**src/rtl/fifo_reader_pkg.sv**
```systemverilog
// Shared types and constants for the FIFO read-side controller.
// The credit helper decides whether one more read may be issued this cycle.
package fifo_reader_pkg;

  typedef enum logic [1:0] {
    IDLE  = 2'd0,
    RUN   = 2'd1,
    FLUSH = 2'd2
  } state_t;

  localparam int BUF_DEPTH = 2;
  localparam int OCC_W     = 2;

  // Slots already claimed after this cycle's pop; a read is allowed while
  // that leaves room for the word it will return.
  function automatic logic credit_ok(input logic [OCC_W-1:0] occ,
                                     input logic             inflight,
                                     input logic             pop);
    logic [OCC_W:0] used;
    used = {1'b0, occ} + {{OCC_W{1'b0}}, inflight} - {{OCC_W{1'b0}}, pop};
    return (used < (OCC_W+1)'(BUF_DEPTH));
  endfunction

endpackage

```
**src/rtl/fifo_reader_skid.sv**
```systemverilog
// Two-entry, in-order holding buffer between the FIFO read port and the
// output stream. Entry 0 is always the head; same-cycle push and pop is legal.
module fifo_reader_skid
  import fifo_reader_pkg::*;
#(
  parameter int WIDTH = 32
) (
  input  logic             clk,
  input  logic             rst_n,
  input  logic             push,
  input  logic [WIDTH-1:0] push_data,
  input  logic             pop,
  output logic [OCC_W-1:0] occ,
  output logic [WIDTH-1:0] head_data
);

  logic [WIDTH-1:0] ent0_q, ent0_d;
  logic [WIDTH-1:0] ent1_q, ent1_d;
  logic [OCC_W-1:0] occ_q, occ_d;
  logic             eff_pop;

  assign eff_pop = pop && (occ_q != '0);

  always_comb begin
    ent0_d = ent0_q;
    ent1_d = ent1_q;
    occ_d  = occ_q;
    case ({push, eff_pop})
      2'b10: begin
        occ_d = occ_q + 1'b1;
        if (occ_q == '0) begin
          ent0_d = push_data;
        end else begin
          ent1_d = push_data;
        end
      end
      2'b01: begin
        occ_d  = occ_q - 1'b1;
        ent0_d = ent1_q;
      end
      2'b11: begin
        // Occupancy unchanged: the head leaves and the new word queues behind.
        if (occ_q == 2'd1) begin
          ent0_d = push_data;
        end else begin
          ent0_d = ent1_q;
          ent1_d = push_data;
        end
      end
      default: begin
      end
    endcase
  end

  always_ff @(posedge clk or negedge rst_n) begin
    if (!rst_n) begin
      ent0_q <= '0;
      ent1_q <= '0;
      occ_q  <= '0;
    end else begin
      ent0_q <= ent0_d;
      ent1_q <= ent1_d;
      occ_q  <= occ_d;
    end
  end

  assign occ       = occ_q;
  assign head_data = ent0_q;

  a_no_overflow: assert property (@(posedge clk) disable iff (!rst_n)
    !(push && !eff_pop && (occ_q == OCC_W'(BUF_DEPTH))));

  a_no_underflow: assert property (@(posedge clk) disable iff (!rst_n)
    !(pop && (occ_q == '0)));

endmodule

```
**src/rtl/fifo_reader.sv**
```systemverilog
// Read-side controller for the synchronous FIFO: issues credit-limited reads
// and presents the returned words on a valid/ready stream.
module fifo_reader
  import fifo_reader_pkg::*;
#(
  parameter int WIDTH = 32,
  parameter int CNT_W = 16
) (
  input  logic             clk,
  input  logic             rst_n,
  input  logic             enable,
  input  logic             fifo_empty,
  input  logic [WIDTH-1:0] fifo_data,
  output logic             fifo_cs,
  output logic             fifo_rd_en,
  output logic             m_valid,
  output logic [WIDTH-1:0] m_data,
  input  logic             m_ready,
  output logic [CNT_W-1:0] rd_count,
  output logic             busy
);

  // Stream handshake: a word transfers on every rising edge where m_valid and
  // m_ready are both high; m_data holds steady while m_valid && !m_ready.

  state_t           state_q, state_d;
  logic             inflight_q, inflight_d;
  logic [CNT_W-1:0] rd_count_q, rd_count_d;
  logic [OCC_W-1:0] occ;
  logic [WIDTH-1:0] head_data;
  logic             pop;
  logic             rd_en;

  assign m_valid = (occ != '0);
  assign m_data  = head_data;
  assign pop     = m_valid && m_ready;

  always_ff @(posedge clk or negedge rst_n) begin
    if (!rst_n) begin
      state_q <= IDLE;
    end else begin
      state_q <= state_d;
    end
  end

  always_comb begin
    state_d = state_q;
    case (state_q)
      IDLE: begin
        if (enable) state_d = RUN;
      end
      RUN: begin
        if (!enable) state_d = FLUSH;
      end
      FLUSH: begin
        if (enable) begin
          state_d = RUN;
        end else if (!inflight_q && (occ == '0)) begin
          state_d = IDLE;
        end
      end
      default: state_d = IDLE;
    endcase
  end

  always_comb begin
    fifo_cs = 1'b0;
    busy    = 1'b0;
    rd_en   = 1'b0;
    case (state_q)
      RUN: begin
        fifo_cs = 1'b1;
        busy    = 1'b1;
        rd_en   = !fifo_empty && credit_ok(occ, inflight_q, pop);
      end
      FLUSH: begin
        fifo_cs = 1'b1;
        busy    = 1'b1;
      end
      default: begin
      end
    endcase
  end

  assign fifo_rd_en = rd_en;

  // A read issued this cycle returns its word next cycle.
  assign inflight_d = rd_en;
  assign rd_count_d = rd_count_q + {{(CNT_W-1){1'b0}}, pop};

  always_ff @(posedge clk or negedge rst_n) begin
    if (!rst_n) begin
      inflight_q <= 1'b0;
      rd_count_q <= '0;
    end else begin
      inflight_q <= inflight_d;
      rd_count_q <= rd_count_d;
    end
  end

  assign rd_count = rd_count_q;

  fifo_reader_skid #(
    .WIDTH(WIDTH)
  ) u_skid (
    .clk       (clk),
    .rst_n     (rst_n),
    .push      (inflight_q),
    .push_data (fifo_data),
    .pop       (pop),
    .occ       (occ),
    .head_data (head_data)
  );

  a_rd_not_empty: assert property (@(posedge clk) disable iff (!rst_n)
    !(fifo_rd_en && fifo_empty));

endmodule

```
**config.mk**
```make
export PLATFORM = sky130hd
export DESIGN_NAME = fifo_reader
export DESIGN_NICKNAME = d
export VERILOG_FILES = /design/src/rtl/fifo_reader_pkg.sv /design/src/rtl/fifo_reader_skid.sv /design/src/rtl/fifo_reader.sv
export SDC_FILE = /design/constraint.sdc
export NUM_CORES = 1
export LEC_CHECK = 0
export BUFFER_PORTS_ARGS = -buffer_cell sky130_fd_sc_hd__buf_2
export CAP_MARGIN = 20
export CORE_MARGIN = 2
export CORE_UTILIZATION = 54
export CTS_CLUSTER_DIAMETER = 100
export DETAILED_ROUTE_END_ITERATION = 10
export GPL_ROUTABILITY_DRIVEN = 0
export PLACE_DENSITY = 0.81
export SLEW_MARGIN = 15
export SYNTH_ARGS = -nofsm -noshare
export SYNTH_HDL_FRONTEND = slang
export SYNTH_SLANG_ARGS = --single-unit
```
**constraint.sdc**
```tcl
create_clock -name clk -period 3.09 [get_ports clk]
set_clock_uncertainty 0.2 [all_clocks]
set_input_delay 0.1545 -clock clk [delete_from_list [all_inputs] [get_ports clk]]
set_output_delay 0.1545 -clock clk [all_outputs]
set_load 0.01 [all_outputs]
```
==> run metrics <==
max cap viols 0; first-pass iteration count of the detailed router 4; CP Cell Sequence inv_1, ha_2, and2b_1, ha_1, nand2b_1, fa_1, xor2_1, nor3_2, buf_2; chip width 90.49 um; count of flip-flops with a built-in enable after synthesis 0; crit path max fanout 5; VDD IR max 0.5884 mV; top cells by area, synth dfrtp_1 53%, mux2_4 11%, a31oi_1 5.0%, nand3_1 4.8%, o21ai_0 4.1%; unrepaired setup endpoints after global routing false; insertion delay to the later sink of the worst-skew pair 330 ps; WP depth 9; pwr dens 916.5 mW/mm^2; CTS H-tree depth 3; sequential power share 0.408; clock group share of total power 0.153; GRT busiest layer met2; largest net degree at the start of global routing 86; Bufs and invs on worst path 2; TritonCTS clock tree done; Synth top area share 0.5266; Final Hold Vio Count 0; Finished Layout Cells 579; Synth async-reset ratio 1.000; Comb pwr share 0.438; Final TNS setup 0 ps; most frequent cells after synthesis 85 x dfrtp_1, 39 x nand3_1, 34 x nor2_1; minimum clock period 2943 ps; Worst Max-Slew Pin Slew 641.1 ps; met3 GRT Util 0.04424; Final ANT Viol Nets 0; M1 GR Usage 0.3057; CP Class flop to primary output; synthesized area per cell 11.41 um^2; filler cell count 548; initial core utilization 0.5568; Core ar. 0.007253 mm^2; DP HPWL 5860 um; Synth Net Count 404; Worst Path Required 2740 ps; vias per cell 5.432; Post-Syn Instances 354; status complete, no violations; clock sink count 85; drt wl/cell 15.61 um; register-to-register setup slack 580 ps; Synth Flop Type dfrtp_1; reg2reg start u_skid.occ[0]; Setup WS pre-CTS 380.1 ps; total global routing overflow 0; final setup violation count 0; Worst path slowest cell dfrtp_1; port bufs 88; maximum clock path buffer count 2; P_sw 0.001731 W; placed cell areas 0.004528 mm^2; worst setup margin 146.9 ps; top-count cell post-synth dfrtp_1; Row Count 31; antenna violations before repair 0; CTS Buf Count 9; worst r2r dst u_skid.ent1_q[0]; GR Layer Usage met2 0.3775; share of cells above drive strength 1 0.3167; crit path capture fifo_rd_en; Relative slew margins 0.5726; first-pass GRT wire length 15370 um; Ports 89; root buf cell clkbuf_8; P_leak 2.481 nW; final cycle utilization of the critical path 0.9525; die area 0.008188 mm^2; final instance area 0.005105 mm^2; area leader, netlist dfrtp_1; CP max stage delay 420 ps; Max Transition Viols Final 0; Worst setup SP type flop; Cell variety after synth 34; gr usage total 0.2299; first element of the critical path u_skid.occ[0]; n_diodes 0; worst hold path type primary input to asynchronous set/reset pin; mapped cell area 0.004039 mm^2; YS warnings 0; area delta synth->final 26.39%; Seq/Total Area, Yosys 0.5266; vias in the first global route 3203; internal power 0.002947 W; total length of routed wires 9038 um; max frequency 0.3398 GHz; Worst Reg-to-Reg Cells 8; Die Ht 90.49 um; First DRT Iteration DRCs 152; critical path's top delay family adder cells; Sw Share 0.3700; Reg clk slew, reported paths 80 ps; Tot Pwr 0.004678 W; CP arrival 2590 ps; #FFs+latches synth 85; via count 3145; DRC violations left 0; dpl cells 526; Final #Nets 525; CP endpoint kind primary output
## worst min path at each step
stage / start / to / slack (ps) / cells past startpoint
floorplan: rst_n / inflight_q / -340 / 0
global placement: fifo_empty / inflight_q / 130 / 2
detailed placement: fifo_empty / inflight_q / 130 / 2
CTS: m_ready / rd_count[0] / 30 / 3
global route: rst_n / rd_count[6] / 50 / 2
finish: rst_n / rd_count[6] / 40 / 2
## cell families after synthesis
logic type	synth area share
AO/OA/AOI/OAI	0.1056
adder cells (fa/ha/maj)	0.04213
AND/OR/NAND/NOR	0.1224
multiplexers	0.1199
XOR/XNOR	0.03687
buffers and inverters	0.04647
flip-flops	0.5266
## power groups by stage
| stage | registers, W | logic [W] | clock network (W) |
|---|---|---|---|
| 2_1_floorplan | 0.00200 | 0.00133 | 0 |
| 3_3_place_gp | 0.00190 | 0.00192 | 0 |
| 3_5_place_dp | 0.00192 | 0.00200 | 0 |
| 4_1_cts | 0.00190 | 0.00205 | 0.000744 |
| 5_1_grt | 0.00197 | 0.00228 | 0.000793 |
| 6_report | 0.00191 | 0.00205 | 0.000716 |
## placed cells by master, fill, tap and decap left out, types with 2 or more instances in the layout
| cell type | count |
|---|---|
| a31oi_1 | 32 |
| nor4_1 | 4 |
| nor2_1 | 34 |
| nand2b_1 | 4 |
| buf_2 | 87 |
| mux2_4 | 30 |
| nand2_1 | 6 |
| inv_1 | 10 |
| clkinv_4 | 2 |
| ha_1 | 11 |
| clkbuf_8 | 10 |
| clkinvlp_4 | 2 |
| xnor2_1 | 8 |
| and2b_1 | 2 |
| mux2_2 | 3 |
| dlygate4sd3_1 | 35 |
| o21ai_0 | 33 |
| nand4_1 | 3 |
| nand3_1 | 39 |
| xor2_1 | 9 |
| nor3_1 | 4 |
| dfrtp_1 | 85 |
| buf_4 | 9 |
## sequential cells by signal, indices dropped and copies added, names as in the netlist
register and cells:
state_q 2, u_skid.ent1_q 32, u_skid.head_data 32, rd_count 16
u_skid.occ 2, inflight_q 1
## per-layer routing
layer | routed length, um | share of wire | up-vias
met5 | 0 | 0 | -
met2 | 4649 | 0.51 | 88
met1 | 3977 | 0.44 | 1544
met3 | 295 | 0.033 | 10
met4 | 116 | 0.013 | 0
li1 | - | - | 1503
## stage by stage
step	util	hold WS [ps]
floorplan	-	-341.1
global placement	0.6243	134.9
detailed placement	0.6243	131.7
CTS	0.6990	29.48
global route	0.7038	45.86
finish	0.7038	39.42
## layout make-up
| class | count | area, um^2 | area share |
|---|---|---|---|
| clock buffer | 10 | 137.6 | 0.02696 |
| clock inverter | 6 | 46.29 | 0.009069 |
| inverter | 10 | 37.54 | 0.007353 |
| multi-input combinational | 236 | 1732 | 0.3392 |
| sequential | 85 | 2127 | 0.4167 |
| tap | 99 | 123.9 | 0.02426 |
| timing repair buffer | 133 | 900.9 | 0.1765 |
## what timing repair did
item / in CTS / in global routing
hold endpoints to repair: 152 / 0
setup buffers: 1 / 0
hold buffers: 35 / 0
gates resized for setup: 0 / 2
endpoints found under the setup margin: 1 / 1
No activity file was read; power rests on OpenSTA's default activity.
